--- src/rtl/interrupt_controller_pkg.sv ---
// Shared definitions for the interrupt controller: FSM encoding and
// vector-table layout constants.
package interrupt_controller_pkg;

    typedef enum logic [1:0] {
        IC_IDLE    = 2'd0,
        IC_REQ     = 2'd1,
        IC_SERVICE = 2'd2
    } ic_state_e;

    localparam logic [15:0] IC_VECTOR_BASE = 16'h0010;
    localparam int          IC_VEC_STRIDE  = 4;

endpackage

--- src/rtl/interrupt_controller_priority_encoder.sv ---
// Fixed-priority encoder: the lowest set index wins.
module interrupt_controller_priority_encoder #(
    parameter int N     = 8,
    parameter int IDX_W = (N > 1) ? $clog2(N) : 1
) (
    input  logic [N-1:0]     req,
    output logic             valid,
    output logic [IDX_W-1:0] idx
);

    always_comb begin
        valid = |req;
        idx   = '0;
        // Scan from the top so the last (lowest) hit overrides.
        for (int i = N - 1; i >= 0; i--) begin
            if (req[i]) begin
                idx = IDX_W'(i);
            end
        end
    end

endmodule

--- src/rtl/interrupt_controller.sv ---
// Edge-triggered interrupt controller: pending capture, mask, fixed
// priority and a single-level req/ack/return handshake to the control unit.
//
// state      | meaning
// -----------+----------------------------------------------------------
// IC_IDLE    | no request outstanding; pick a winner from pending & ~mask
// IC_REQ     | int_req high, id and vector frozen until int_ack
// IC_SERVICE | handler running, nesting blocked until rit
module interrupt_controller
    import interrupt_controller_pkg::*;
#(
    parameter int                NUM_SRC     = 8,
    parameter int                ADDR_W      = 16,
    parameter logic [ADDR_W-1:0] VECTOR_BASE = ADDR_W'(IC_VECTOR_BASE)
) (
    input  logic               clk,
    input  logic               rst_n,
    input  logic [NUM_SRC-1:0] irq,
    input  logic               mask_wr,
    input  logic [NUM_SRC-1:0] mask_data,
    input  logic [NUM_SRC-1:0] pend_clr,
    input  logic               int_ack,
    input  logic [ADDR_W-1:0]  pc_in,
    input  logic               rit,
    output logic               int_req,
    output logic [ADDR_W-1:0]  int_vector,
    output logic               int_active,
    output logic [ADDR_W-1:0]  ret_addr,
    output logic [NUM_SRC-1:0] pending,
    output logic [NUM_SRC-1:0] mask
);

    localparam int IDX_W = (NUM_SRC > 1) ? $clog2(NUM_SRC) : 1;

    ic_state_e          state_q, state_d;
    logic [NUM_SRC-1:0] irq_q;
    logic [NUM_SRC-1:0] pending_q, pending_d;
    logic [NUM_SRC-1:0] mask_q, mask_d;
    logic [IDX_W-1:0]   id_q, id_d;
    logic               int_req_q, int_req_d;
    logic               int_active_q, int_active_d;
    logic [ADDR_W-1:0]  vector_q, vector_d;
    logic [ADDR_W-1:0]  ret_q, ret_d;

    logic [NUM_SRC-1:0] eligible;
    logic [NUM_SRC-1:0] irq_rise;
    logic [NUM_SRC-1:0] ack_clr;
    logic               ack_take;
    logic               win_valid;
    logic [IDX_W-1:0]   win_idx;
    logic [ADDR_W-1:0]  win_vector;

    assign eligible = pending_q & ~mask_q;

    interrupt_controller_priority_encoder #(
        .N     (NUM_SRC),
        .IDX_W (IDX_W)
    ) u_priority_encoder (
        .req   (eligible),
        .valid (win_valid),
        .idx   (win_idx)
    );

    // Wraps modulo 2^ADDR_W by construction of the operand widths.
    assign win_vector = VECTOR_BASE + ADDR_W'(win_idx) * ADDR_W'(IC_VEC_STRIDE);

    always_comb begin
        state_d      = state_q;
        id_d         = id_q;
        int_req_d    = int_req_q;
        int_active_d = int_active_q;
        vector_d     = vector_q;
        ret_d        = ret_q;
        ack_take     = 1'b0;

        irq_rise = irq & ~irq_q;
        mask_d   = mask_wr ? mask_data : mask_q;

        case (state_q)
            IC_IDLE: begin
                if (win_valid) begin
                    id_d      = win_idx;
                    vector_d  = win_vector;
                    int_req_d = 1'b1;
                    state_d   = IC_REQ;
                end
            end
            IC_REQ: begin
                if (int_ack) begin
                    ack_take     = 1'b1;
                    int_req_d    = 1'b0;
                    ret_d        = pc_in;
                    int_active_d = 1'b1;
                    state_d      = IC_SERVICE;
                end
            end
            IC_SERVICE: begin
                if (rit) begin
                    int_active_d = 1'b0;
                    state_d      = IC_IDLE;
                end
            end
            default: begin
                state_d = IC_IDLE;
            end
        endcase

        ack_clr = ack_take ? (NUM_SRC'(1) << id_q) : '0;
        // A new edge in the same cycle as a clear keeps the bit set.
        pending_d = (pending_q & ~(pend_clr | ack_clr)) | irq_rise;
    end

    always_ff @(posedge clk or negedge rst_n) begin
        if (!rst_n) begin
            state_q      <= IC_IDLE;
            irq_q        <= '0;
            pending_q    <= '0;
            mask_q       <= '1;
            id_q         <= '0;
            int_req_q    <= 1'b0;
            int_active_q <= 1'b0;
            vector_q     <= '0;
            ret_q        <= '0;
        end else begin
            state_q      <= state_d;
            irq_q        <= irq;
            pending_q    <= pending_d;
            mask_q       <= mask_d;
            id_q         <= id_d;
            int_req_q    <= int_req_d;
            int_active_q <= int_active_d;
            vector_q     <= vector_d;
            ret_q        <= ret_d;
        end
    end

    assign int_req    = int_req_q;
    assign int_vector = vector_q;
    assign int_active = int_active_q;
    assign ret_addr   = ret_q;
    assign pending    = pending_q;
    assign mask       = mask_q;

endmodule

--- config.mk ---
export PLATFORM = sky130hd
export DESIGN_NAME = interrupt_controller
export DESIGN_NICKNAME = d
export VERILOG_FILES = /design/src/rtl/interrupt_controller_pkg.sv /design/src/rtl/interrupt_controller_priority_encoder.sv /design/src/rtl/interrupt_controller.sv
export SDC_FILE = /design/constraint.sdc
export NUM_CORES = 1
export LEC_CHECK = 0
export BUFFER_PORTS_ARGS = -buffer_cell sky130_fd_sc_hd__buf_2
export CAP_MARGIN = 20
export CORE_AREA = 2 2 67 69
export CTS_BUF_LIST = sky130_fd_sc_hd__clkbuf_8
export DETAILED_ROUTE_END_ITERATION = 12
export DIE_AREA = 0 0 69 71
export PLACE_DENSITY = 0.9
export REMOVE_ABC_BUFFERS = 1
export SYNTH_ARGS = -nofsm -noshare
export SYNTH_HDL_FRONTEND = slang
export SYNTH_HIERARCHICAL = 1
export SYNTH_SLANG_ARGS = --single-unit
--- constraint.sdc ---
create_clock -name clk -period 3.2 [get_ports clk]
set_clock_uncertainty 0.05 [all_clocks]
set_input_delay 0.16 -clock clk [delete_from_list [all_inputs] [get_ports clk]]
set_output_delay 0.16 -clock clk [all_outputs]
set_load 0.02 [all_outputs]
==> summary.txt, run 1 <==
CTS Buf Count - 5
CTS tree - built
Slew headroom - 64.9%
Status - finished clean
Clock Latency Late Sink - 290 ps
P_sw - 0.761 mW
Syn Inst Count - 165
Worst Setup End Kind - flip-flop
Syn_area_per_cell - 12.5 µm²
RSZ-0062 raised after global routing - false
CP peak stage delay - 550 ps
CTS Hold Bufs - 9
Routability congestion estimate - 0.746
Clk slew on worst S/H paths - 90 ps
Fin Setup TNS - 0 ps
Worst slew pin tran - 527 ps
Final setup fails - 0
Starting Density - 49.1%
Vias per inst - 4.89
Logic pwr share - 38.1%
Crit-path max FO - 4
Data required, critical path - 3340 ps
Final hold vios - 0
Highest Clock Rate - 570 MHz
Reg power frac - 45.4%
Startpoint types - flip-flop
Core Area - 4200 µm²
Vias - 1536
P_int - 1.28 mW
Die ar. - 4900 µm²
Sink Count - 48
Global route total overflow - 0
Clk pwr share - 16.4%
PortBufs - 82
Multi-input gate area - 708 µm²
Diodes inserted - 0
Number of global-route vias before repair - 1560
Number of synthesized register bits - 48
Final min period - 1750 ps
Initial antenna violation count - 0
YS warnings - 6
CTS resizes - 0
DR pass1 iterations - 4
Hold Path Class - input port to flip-flop
Share of cells above drive strength 1 - 48.5%
Final WL - 4.31 mm
Die Ht - 71 µm
Largest net degree at the start of global routing - 49
Switching share of power - 37.3%
Design Area, Final - 2680 µm²
Final ANT Viol Nets - 0
Root buffer selected by CTS - clkbuf_8
First-pass GRT wire length - 7.02 mm
CTS Buffer Depth - 2
WS Path Type - flip-flop to flip-flop
Crit-path cells - nor2_1, nor4_2, nand3_1, nor3b_4, mux2_2
Max cap viols - 0
Slowest cell on the critical path - dfstp_2
Synth cell types - 28
Fin nets - 307
Setup bufs post-CTS - 0
Top delay family on crit path - simple AND/OR/NAND/NOR gates
GRT Util Overall - 18.1%
Tcrit/Tclk final - 54.8%
Commonest non-fill, non-tap cell in the layout - buf_2
CTS H-tree lvls - 2
Fillers - 344
Chip width - 69 µm
Worst EP arrival - 1890 ps
Post-synthesis sequential area ratio - 58.6%
Cell Area, Placed - 2460 µm²
Routed length per instance - 13.7 µm
WP buf/inv - 0
Power density over the cells - 761 nW/µm²
Site Rows - 24
Final Max Slew Viols - 0
Register area - 1210 µm²
DRC viols - 0
Peak supply drop - 0.421 mV
Most frequent cells in the layout - 82 x buf_2, 40 x dfrtp_1, 27 x mux2_2
Io pins - 95
Layout area overhead - 29.7%
Initial DRC count - 84
Leakage - 1.34 nW
Detail Placement HPWL - 3.12 mm
Mapped cell area - 2070 µm²
==> synthesized netlist by cell type (all sizes together) <==
cell type | instances | area share (%)
inv | 18 | 3.3
nor4 | 2 | 0.91
nand3b | 1 | 0.97
o32ai | 5 | 2.1
o31ai | 1 | 0.36
nor3b | 1 | 0.91
nor3 | 4 | 0.97
o21ai | 11 | 2.7
nor2 | 9 | 1.6
mux2 | 27 | 15
clkbuf | 1 | 0.18
buf | 15 | 5.6
nand2 | 1 | 0.18
o21bai | 1 | 0.36
and3b | 1 | 0.42
a21boi | 1 | 0.36
conb | 1 | 0.18
o41ai | 1 | 0.42
dfrtp | 40 | 48
a21oi | 3 | 0.73
dfstp | 8 | 10
nand2b | 2 | 0.61
nor2b | 7 | 2.1
nand3 | 1 | 0.24
mux2i | 2 | 0.97
nand4b | 1 | 0.42
==> worst paths after layout <==
check / start / endpoint / slack (ps) / cells past startpoint
min in group asynchronous: rst_n / irq_q[5] / 320 / 2
worst min-delay path: pend_clr[4] / pending[4] / 9 / 2
max in group asynchronous: rst_n / mask[2] / 2190 / 3
worst max register to register: mask[4] / id_q[0] / 1450 / 5
worst max-delay path: mask[4] / id_q[0] / 1450 / 5
worst min register to register: irq_q[7] / pending[7] / 360 / 1
==> cells by family (layout without fill, tap and decap cells) <==
logic type	Yosys count	count (layout)	share of synthesized area, %
flip-flops	48	48	58.6
buffers and inverters	34	120	9.08
AND/OR/NAND/NOR	30	30	9.39
multiplexers	29	29	15.7
AO/OA/AOI/OAI	23	23	7.03
other	1	12	0.182
==> routing by layer <==
layer  vias to the layer above  track usage [%]  share of wire [%]
met5                         -                0                  0
met4                         0             5.66                1.0
met3                         4             6.13                7.8
met2                        67             32.1                 52
met1                       738             20.7                 39
li1                        727                -                  -
==> stage by stage <==
stage / std cells / hold WS, ps / power (mW) / setup WS (ps) / util (%)
2_1_floorplan: 160 / -186 / 1.43 / 1510 / -
3_3_place_gp: 294 / 233 / 1.68 / 1500 / 58.6
3_5_place_dp: 294 / 233 / 1.71 / 1460 / 58.6
4_1_cts: 310 / 2.19 / 2.06 / 1440 / 62.6
5_1_grt: 314 / 3.42 / 2.16 / 1340 / 63.7
6_report: 314 / 8.62 / 2.04 / 1450 / 63.7
==> flip-flops by register name, indices dropped and copies added (netlist names) <==
name	flops
ret_addr	16
mask	8
int_vector	2
int_active	1
pending	8
irq_q	8
id_q	2
state_q	2
int_req	1
==> worst reg2reg max path: cells and delay by family, from the launching register on <==
family / cells / cell delay, ps
and+or+nand+nor: 4 / 770
DFF: 1 / 550
muxes: 1 / 280
==> area by class of cell <==
cell class              instances  area share (%)
repair buffers                 95            20.5
flip-flops and latches         48            45.2
well taps                      52            2.43
multi-input cells              94            26.4
clock inverters                 2           0.327
inverters                      18            2.52
clock buffers                   5            2.57
==> power groups by stage <==
stage	clock, mW	combinational, mW	sequential [mW]
after detailed placement	0	0.772	0.939
after CTS	0.348	0.782	0.929
final	0.335	0.778	0.927
after global routing	0.366	0.837	0.955
after global placement	0	0.753	0.926
after floorplan	0	0.310	1.12
Note: power is estimated with default switching activity, not from simulation.
==> inputs of run 2 (changes only) <==
Settings changed: CORE_AREA 2 2 67 69 to 2 2 69 71, DIE_AREA 0 0 69 71 to 0 0 71 73, PLACE_DENSITY 0.9 to 0.86.
Clock period 3.2 ns to 1.75 ns, I/O delays scaled along.
==> run 2 against run 1 <==
Effect of this change: utilization grew 3.2 points; fmax up 3.2%; clock power rose by 100%; global-route usage rose by 1.3 points.
==> summary.txt, run 2 (same netlist as run 1, synthesis figures left out) <==
Final Max Slew Viols - 0 (unchanged)
DR WL met2 - 2.54 mm (+13%)
Chip width - 71 µm (+2.9%)
Reg-to-reg critical path startpoint - mask[4]
Global route total overflow - 0 (unchanged)
Clk slew on worst S/H paths - 90 ps (about the same)
Crit-path max FO - 3 (-1)
WS Path Type - flip-flop to flip-flop
Commonest non-fill, non-tap cell in the layout - buf_2
Max cap viols - 0 (unchanged)
Worst slew pin tran - 514 ps (-12.7 ps)
Worst Setup End Kind - flip-flop
# placed instances - 299 (+1.7%)
WHS Endpoint - pending[7]
Most frequent cells in the layout - 82 x buf_2, 40 x dfrtp_1, 39 x dlygate4sd3_1
CTS Buf Count - 5 (unchanged)
Status - finished clean
Top routing layer in use - met4
Diodes inserted - 0 (unchanged)
Site Rows - 25 (+4.2%)
GRT Util Overall - 19.4% (+1.3 points)
Final hold vios - 0 (unchanged)
Power density over the cells - 1290 nW/µm² (+70%)
Final ANT Viol Nets - 0 (unchanged)
Final min period - 1700 ps (-55.0 ps)
Die ar. - 5180 µm² (+5.8%)
Final Non-Filler Cells - 351 (+12%)
Met1 wire length - 1.88 mm (+12%)
Design Area, Final - 3040 µm² (+13%)
Core Area - 4540 µm² (+7.9%)
Routability congestion estimate - 0.807 (+8.1%)
CTS H-tree lvls - 2 (unchanged)
FF-to-FF End - int_vector[5]
Starting Density - 45.5% (-3.6 points)
Min-delay src - pend_clr[7]
Initial antenna violation count - 0 (unchanged)
Worst EP arrival - 1830 ps (-60 ps)
Vias per inst - 4.85 (-0.93%)
Tcrit/Tclk final - 97.1% (+42 points)
Initial DRC count - 90 (+7.1%)
RSZ-0062 raised after global routing - true
Detail Placement HPWL - 3.13 mm (+0.33%)
Hold slack final - 29.0 ps (+20.4 ps)
Slew headroom - 65.7% (+0.85 points)
Vias - 1701 (+11%)
Final setup fails - 0 (unchanged)
First-pass GRT wire length - 7.74 mm (+10%)
Startpoint types - flip-flop
Largest net degree at the start of global routing - 25 (-49%)
CTS Buffer Depth - 2 (unchanged)
Root buffer selected by CTS - clkbuf_8
Hold Crit Depth - 4 (+2)
DRC viols - 0 (unchanged)
Total power - 3.92 mW (+92%)
Routed length per instance - 13.5 µm (-1.3%)
Number of global-route vias before repair - 1727 (+11%)
Leakage - 1.49 nW (+11%)
Fin nets - 341 (+11%)
Cell Area, Placed - 2490 µm² (+1.0%)
Path depth of the worst reg2reg path - 5 (unchanged)
Sink Count - 48 (unchanged)
Peak supply drop - 1.08 mV (+160%)
Io pins - 95 (unchanged)
Final WL - 4.75 mm (+10%)
Layout area overhead - 47.0%
PortBufs - 82 (unchanged)
Data required, critical path - 1880 ps (-1460 ps)
Hold Path Class - input port to flip-flop
FF-to-FF setup slack - 50 ps (-1390 ps)
Max reg flops - 16 (unchanged)
Clock Latency Late Sink - 300 ps (about the same)
CTS tree - built
Share of cells above drive strength 1 - 47.1% (-1.3 points)
Die Ht - 73 µm (+2.8%)
DR pass1 iterations - 4 (unchanged)
Met3 WL - 306 µm (-9.5%)
Highest Clock Rate - 588 MHz (+3.2%)
[run 2: cell count changes in the layout (fill, tap and decap cells not counted), sizes merged]
cell	before	now
clkinvlp	0	1
clkbuf	5	6
dlygate4sd3	12	39
clkinv	1	0
buf	83	90
[run 2: cell type report]
type | count | area [µm²]
clock buffer | 6 | 82.6
fill | 329 | 1500
timing repair buffer | 129 | 861
multi-input combinational | 94 | 736
tap | 54 | 67.6
sequential | 48 | 1210
inverter | 18 | 67.6
clock inverter | 2 | 11.3
[run 2: how the worst max path moves through the flow]
stage          startpoint            end  slack [ps]  depth (start not counted)
6_report          mask[4]  int_vector[5]          50                          5
5_1_grt           mask[4]        id_q[1]         -30                          5
4_1_cts           mask[5]        id_q[1]           4                          5
3_5_place_dp      mask[4]        id_q[1]          30                          5
3_3_place_gp      mask[4]        id_q[1]          90                          5
2_1_floorplan     mask[4]        id_q[0]          60                          5
[run 2: metal layers]
layer	GRT usage, %	vias to the layer above
li1	-	799
met1	20.5	829
met2	37.4	69
met3	4.97	4
met4	6.29	0
met5	0	-
[run 2: through the flow]
stage	setup WS, ps	setup TNS [ps]	util [%]
2_1_floorplan	57.3	0	-
3_3_place_gp	91.7	0	54.8
3_5_place_dp	31.2	0	54.8
4_1_cts	3.78	0	65.8
5_1_grt	-34.8	-59.4	67.0
6_report	50.6	0	67.0
[run 2: critical path, stage by stage (launching register included)]
cell,delay (ps)
dfstp_2,550
nor2_2,60
nor4_4,320
buf_4,150
and3b_1,190
mux2_2,270
[run 2: power breakdown]
group / total (mW) / internal, mW / switching, mW
sequential: 1.71 / 1.44 / 0.267
clock: 0.675 / 0.316 / 0.359
combinational: 1.53 / 0.711 / 0.821
total: 3.92 / 2.47 / 1.45
[run 2: what timing repair did]
action / in CTS / in global routing
pin swaps: 2 / 2
setup endpoints to repair: 2 / 6
hold buffers: 39 / 0
buffers inserted: 2 / 3
hold endpoints to repair: 60 / 0
gates resized for setup: 0 / 7
